[config.mk]
export PLATFORM = sky130hd
export DESIGN_NAME = gpca_op_sequencer
export DESIGN_NICKNAME = d
export VERILOG_FILES = /design/src/rtl/gpca_op_sequencer.sv
export SDC_FILE = /design/constraint.sdc
export NUM_CORES = 1
export LEC_CHECK = 0
export BUFFER_PORTS_ARGS = -buffer_cell sky130_fd_sc_hd__buf_4
export CAP_MARGIN = 20
export CORE_MARGIN = 2
export CORE_UTILIZATION = 40
export CTS_CLUSTER_DIAMETER = 50
export DETAILED_ROUTE_END_ITERATION = 8
export PLACE_DENSITY = 0.65
export SETUP_SLACK_MARGIN = 0.2
export SLEW_MARGIN = 40
export SYNTH_ARGS = -nofsm -noshare
export SYNTH_HDL_FRONTEND = slang
export SYNTH_SLANG_ARGS = --single-unit
[constraint.sdc]
create_clock -name clk -period 5 [get_ports clk]
set_clock_uncertainty 0.2 [all_clocks]
set_input_delay 0.25 -clock clk [delete_from_list [all_inputs] [get_ports clk]]
set_output_delay 0.25 -clock clk [all_outputs]
set_load 0.02 [all_outputs]
[src/rtl/gpca_op_sequencer.sv]
// Feeds one MUL/SQR/SQRT/DIV at a time into the combinational gpca array; response SETTLE_CYCLES edges after accept
// (divide-by-zero answers on the accept edge). in_ready only in IDLE; the response is held in DONE until out_ready.
module gpca_op_sequencer #(
    parameter int unsigned SETTLE_CYCLES = 8,
    parameter logic [8:0]  DIV0_F        = 9'h1FF
) (
    input  logic        clk,
    input  logic        rst_n,
    input  logic        in_valid,
    output logic        in_ready,
    input  logic [1:0]  in_op,
    input  logic [17:0] in_a,
    input  logic [8:0]  in_b,
    output logic        out_valid,
    input  logic        out_ready,
    output logic [8:0]  out_f,
    output logic [18:0] out_s,
    output logic        out_err,
    output logic        busy,
    output logic        gpca_x,
    output logic [8:0]  gpca_p,
    output logic [17:0] gpca_a,
    output logic [18:0] gpca_b,
    output logic [18:0] gpca_c,
    input  logic [8:0]  gpca_f,
    input  logic [18:0] gpca_s
);

    localparam logic [1:0]  OP_MUL  = 2'b00;
    localparam logic [1:0]  OP_SQR  = 2'b01;
    localparam logic [1:0]  OP_SQRT = 2'b10;
    localparam logic [1:0]  OP_DIV  = 2'b11;
    localparam logic [18:0] ONE     = 19'b0011_1111_1111_1111_111;
    localparam logic [18:0] TWO     = 19'b0100_0000_0000_0000_000;
    localparam logic [7:0]  CNT_LAST = 8'(SETTLE_CYCLES - 1);

    typedef enum logic [1:0] {
        IDLE   = 2'b00,
        SETTLE = 2'b01,
        DONE   = 2'b10
    } state_t;

    state_t      state_q, state_d;
    logic [7:0]  cnt_q, cnt_d;
    logic        in_ready_q, in_ready_d;
    logic        busy_q, busy_d;
    logic        out_valid_q, out_valid_d;
    logic        out_err_q, out_err_d;
    logic [8:0]  out_f_q, out_f_d;
    logic [18:0] out_s_q, out_s_d;
    logic        gx_q, gx_d;
    logic [8:0]  gp_q, gp_d;
    logic [17:0] ga_q, ga_d;
    logic [18:0] gb_q, gb_d;
    logic [18:0] gc_q, gc_d;

    logic        fmt_x;
    logic [8:0]  fmt_p;
    logic [17:0] fmt_a;
    logic [18:0] fmt_b;
    logic [18:0] fmt_c;
    logic        div_by_zero;

    // Control-vector encoding of the requested operation for the array.
    always_comb begin
        fmt_x = 1'b0;
        fmt_p = '0;
        fmt_a = '0;
        fmt_b = '0;
        fmt_c = '0;
        case (in_op)
            OP_MUL: begin
                fmt_p = in_b;
                fmt_b = {in_a[8:0], 10'b0};
                fmt_c = {in_a[8:0], 10'b0};
            end
            OP_SQR: begin
                fmt_p = in_b;
                fmt_b = ONE;
                fmt_c = TWO;
            end
            OP_SQRT: begin
                fmt_x = 1'b1;
                fmt_a = in_a;
                fmt_b = ONE;
                fmt_c = TWO;
            end
            default: begin
                fmt_x = 1'b1;
                fmt_a = in_a;
                fmt_b = {in_b, 10'b0};
                fmt_c = {in_b, 10'b0};
            end
        endcase
    end

    assign div_by_zero = (in_op == OP_DIV) && (in_b == 9'd0);

    always_comb begin
        state_d     = state_q;
        cnt_d       = cnt_q;
        out_valid_d = out_valid_q;
        out_err_d   = out_err_q;
        out_f_d     = out_f_q;
        out_s_d     = out_s_q;
        gx_d        = gx_q;
        gp_d        = gp_q;
        ga_d        = ga_q;
        gb_d        = gb_q;
        gc_d        = gc_q;
        case (state_q)
            IDLE: begin
                if (in_valid) begin
                    if (div_by_zero) begin
                        // Array never runs: answer immediately and leave its inputs quiet.
                        state_d     = DONE;
                        out_f_d     = DIV0_F;
                        out_s_d     = '0;
                        out_err_d   = 1'b1;
                        out_valid_d = 1'b1;
                    end else begin
                        state_d = SETTLE;
                        cnt_d   = '0;
                        gx_d    = fmt_x;
                        gp_d    = fmt_p;
                        ga_d    = fmt_a;
                        gb_d    = fmt_b;
                        gc_d    = fmt_c;
                    end
                end
            end
            SETTLE: begin
                cnt_d = cnt_q + 8'd1;
                if (cnt_q == CNT_LAST) begin
                    state_d     = DONE;
                    out_f_d     = gpca_f;
                    out_s_d     = gpca_s;
                    out_err_d   = 1'b0;
                    out_valid_d = 1'b1;
                    gx_d        = 1'b0;
                    gp_d        = '0;
                    ga_d        = '0;
                    gb_d        = '0;
                    gc_d        = '0;
                end
            end
            DONE: begin
                if (out_ready) begin
                    state_d     = IDLE;
                    out_valid_d = 1'b0;
                    out_err_d   = 1'b0;
                end
            end
            default: begin
                state_d     = IDLE;
                out_valid_d = 1'b0;
                out_err_d   = 1'b0;
                gx_d        = 1'b0;
                gp_d        = '0;
                ga_d        = '0;
                gb_d        = '0;
                gc_d        = '0;
            end
        endcase
        // Handshake flags are registered so they never glitch on a state change.
        in_ready_d = (state_d == IDLE);
        busy_d     = (state_d != IDLE);
    end

    always_ff @(posedge clk or negedge rst_n) begin
        if (!rst_n) begin
            state_q     <= IDLE;
            cnt_q       <= '0;
            in_ready_q  <= 1'b1;
            busy_q      <= 1'b0;
            out_valid_q <= 1'b0;
            out_err_q   <= 1'b0;
            out_f_q     <= '0;
            out_s_q     <= '0;
            gx_q        <= 1'b0;
            gp_q        <= '0;
            ga_q        <= '0;
            gb_q        <= '0;
            gc_q        <= '0;
        end else begin
            state_q     <= state_d;
            cnt_q       <= cnt_d;
            in_ready_q  <= in_ready_d;
            busy_q      <= busy_d;
            out_valid_q <= out_valid_d;
            out_err_q   <= out_err_d;
            out_f_q     <= out_f_d;
            out_s_q     <= out_s_d;
            gx_q        <= gx_d;
            gp_q        <= gp_d;
            ga_q        <= ga_d;
            gb_q        <= gb_d;
            gc_q        <= gc_d;
        end
    end

    assign in_ready  = in_ready_q;
    assign busy      = busy_q;
    assign out_valid = out_valid_q;
    assign out_err   = out_err_q;
    assign out_f     = out_f_q;
    assign out_s     = out_s_q;
    assign gpca_x    = gx_q;
    assign gpca_p    = gp_q;
    assign gpca_a    = ga_q;
    assign gpca_b    = gb_q;
    assign gpca_c    = gc_q;

endmodule

==> flow_summary.yaml <==
timing:
  worstMarginPinSlew_ps: 757
  timing.slew.headroom_pct: 49.6
  hold_slack_ps: 25.8
  fin_crit_sh_pct: 61.4
  min_period_ps: 3070
  setup_viol: 0
  timing.setup.tns_ps: 0
  hold_violations: 0
  slew_violations: 0
  max_freq_ghz: 0.326
  rsz0062_at_grt: "no"
cts:
  htree_levels: 3
  cts_sinks: 88
  cts_buffers: 9
  clk_pin_slew_ps: 80
  clk_latency_ps: 350
  ctsRootBufferMaster: "clkbuf_8"
  clk_path_buf_depth: 2
  cts_tree: "yes"
  cts_resized: 0
setup_path:
  worstPathMaxFanout: 32
  cp-start-kind: "flop"
  critPathKind: "flop to flop"
  r2r_slack_ps: 1930
  cp.required_ps: 5030
  critical_path_arrival_ps: 3100
  critPathCaptureType: "flop"
floorplan:
  core_sq_um: 10300
  pin_count: 159
  die_h_um: 107
  fp.dieArea_sq_um: 11400
  rows: 37
  start_util_pct: 41.1
  die_x_um: 107
routing:
  drt_wl_total_mm: 11.2
  drt_iter0_markers: 205
  wl_per_cell_um: 15.8
  drt_drc_violations_left: 0
  ant_nets: 0
  num_vias: 3574
  via_per_inst: 5.01
  drt-pass1-iter-count: 4
pwr:
  combPwrFrac_pct: 49.2
  clockPowerShare_pct: 14.3
  p_switching_w: 0.00131
  p_int_w: 0.00196
  power_per_cell_area_nw_per_um2: 539
  peakVddDrop_mv: 0.310
  switching_share_pct: 40.0
  seqPwrFrac_pct: 36.5
  leakage_nw: 2.84
global_routing:
  grt_pass1_vias: 3729
  grt_use_total_pct: 20.5
  grt_max_degree: 89
  antenna_found_initial: 0
  grt_remaining_overflow: 0
  grt_pass1_wl_mm: 18.7
synth:
  avgSynthCellArea_sq_um: 10.8
  yosysTopAreaCellShare_pct: 51.5
  synth_warnings: 0
  syn_area_sq_um: 4230
  synth-edff-count: 0
  synthCells: 390
  post-synth-top-count-cell: "dfrtp_1"
  ys_seq_area_share_pct: 52.1
  synth_seq_cells: 88
  synth_ff_type: "dfrtp_1"
  ys_async_sr_fraction_pct: 100
  yosys-top-cells-count: "dfrtp_1 (87), nand2_1 (42), inv_1 (37)"
  yosys.area.top_type: "dfrtp_1"
  synth_top_cells_by_area: "dfrtp_1 (51%), mux2i_1 (6.4%), mux2_4 (4.3%), a22o_1 (3.9%), buf_4 (3.7%)"
  synthDistinctLibCells: 46
place:
  dp_cells: 643
  routabilityCongestion: 0.787
  hpwl_mm: 7.44
  io_buffers: 148
finish:
  diodes: 0
  areaGrowthSynthToFinish_pct: 43.4
  final_core_util_pct: 59.0
  drive_above_1_share_pct: 32.5
  finalNonFillerCells: 714
  nNetsFinal: 640
run:
  drv_cap: 0
outcome:
  status: "complete, no violations"
hold_path:
  hold_class: "input port to flop"
==> power by group through the flow <==
stage                     Clock [W]  Combinational (W)  Sequential [W]
after floorplan                   0           0.000700         0.00147
after global placement            0            0.00155         0.00119
after detailed placement          0            0.00158         0.00120
after CTS                  0.000481            0.00162         0.00119
after global routing       0.000518            0.00172         0.00123
final                      0.000468            0.00161         0.00119
==> metal layers <==
layer | vias to the layer above | routed length [um] | global-route usage (%)
met5 | - | 0 | 0
met4 | 0 | 88 | 6.31
met3 | 6 | 730 | 4.26
met2 | 117 | 5580 | 33.7
met1 | 1768 | 4840 | 27.3
li1 | 1683 | - | -
==> cell usage in the layout (no fill, tap or decap), drive strengths merged, types with 5 or more instances in the layout <==
cell and n:
nand3b 9, inv 37, mux2i 27, o22a 9
or4 5, nor2b 8, a22o 19, dfrtp 87
mux2 18, a21oi 27, nand2 42, nor2 5
o21ai 17, clkbuf 11, dlygate4sd3 57, buf 148
conb 10
==> timing repair <==
item	in CTS	in global routing
hold buffers	57	0
setup endpoints to repair	0	0
endpoints found under the hold margin	143	0
buffers inserted	0	0
==> registers in the layout (all words and copies together) (netlist names) <==
signal	flops
out_s	19
gpca_a	18
gpca_b	9
gpca_c	9
gpca_p	9
out_f	9
cnt_q	8
state_q	2
busy	1
gpca_x	1
in_ready	1
out_err	1
out_valid	1
==> path summary, 6_finish.rpt <==
check,from,to,cells after the start
min,in_valid,in_ready,3
max,cnt_q[0],gpca_b[10],6
max reg2reg,cnt_q[0],gpca_b[10],6
max in group asynchronous,rst_n,cnt_q[1],2
min reg2reg,out_s[14],out_s[14],1
min in group asynchronous,rst_n,gpca_p[4],2
==> logic make-up after synthesis <==
group / count (synthesis) / synth area share (%)
simple gates: 89 / 11.2
compound gates: 85 / 13.7
mux: 45 / 12.2
other cells: 1 / 0.0887
fa+ha+maj: 4 / 1.18
flops: 88 / 52.1
buf+inv: 78 / 9.44
==> per-stage QoR <==
step,area (sq um),power (W),setup slack (ps)
after floorplan,4260,0.00217,2680
after global placement,5300,0.00274,1710
after detailed placement,5310,0.00278,1610
after CTS,6060,0.00329,1920
after global routing,6060,0.00347,1760
final,6060,0.00327,1930
==> critical path, stage by stage (launching register included) <==
cell	delay (ps)
dfrtp_1	390
ha_1	200
nor4bb_1	420
a21oi_1	210
o21ai_4	540
buf_4	580
mux2_2	400
==> area by class of cell <==
type                    count  area, sq um
fillers                   893         4210
flip-flops and latches     88         2200
repair buffers            206         1700
multi-input cells         233         1680
well taps                 136          170
inverters                  37          139
clock buffers              10          128
clock inverters             4         47.5
(Power assumes the default switching activity.)
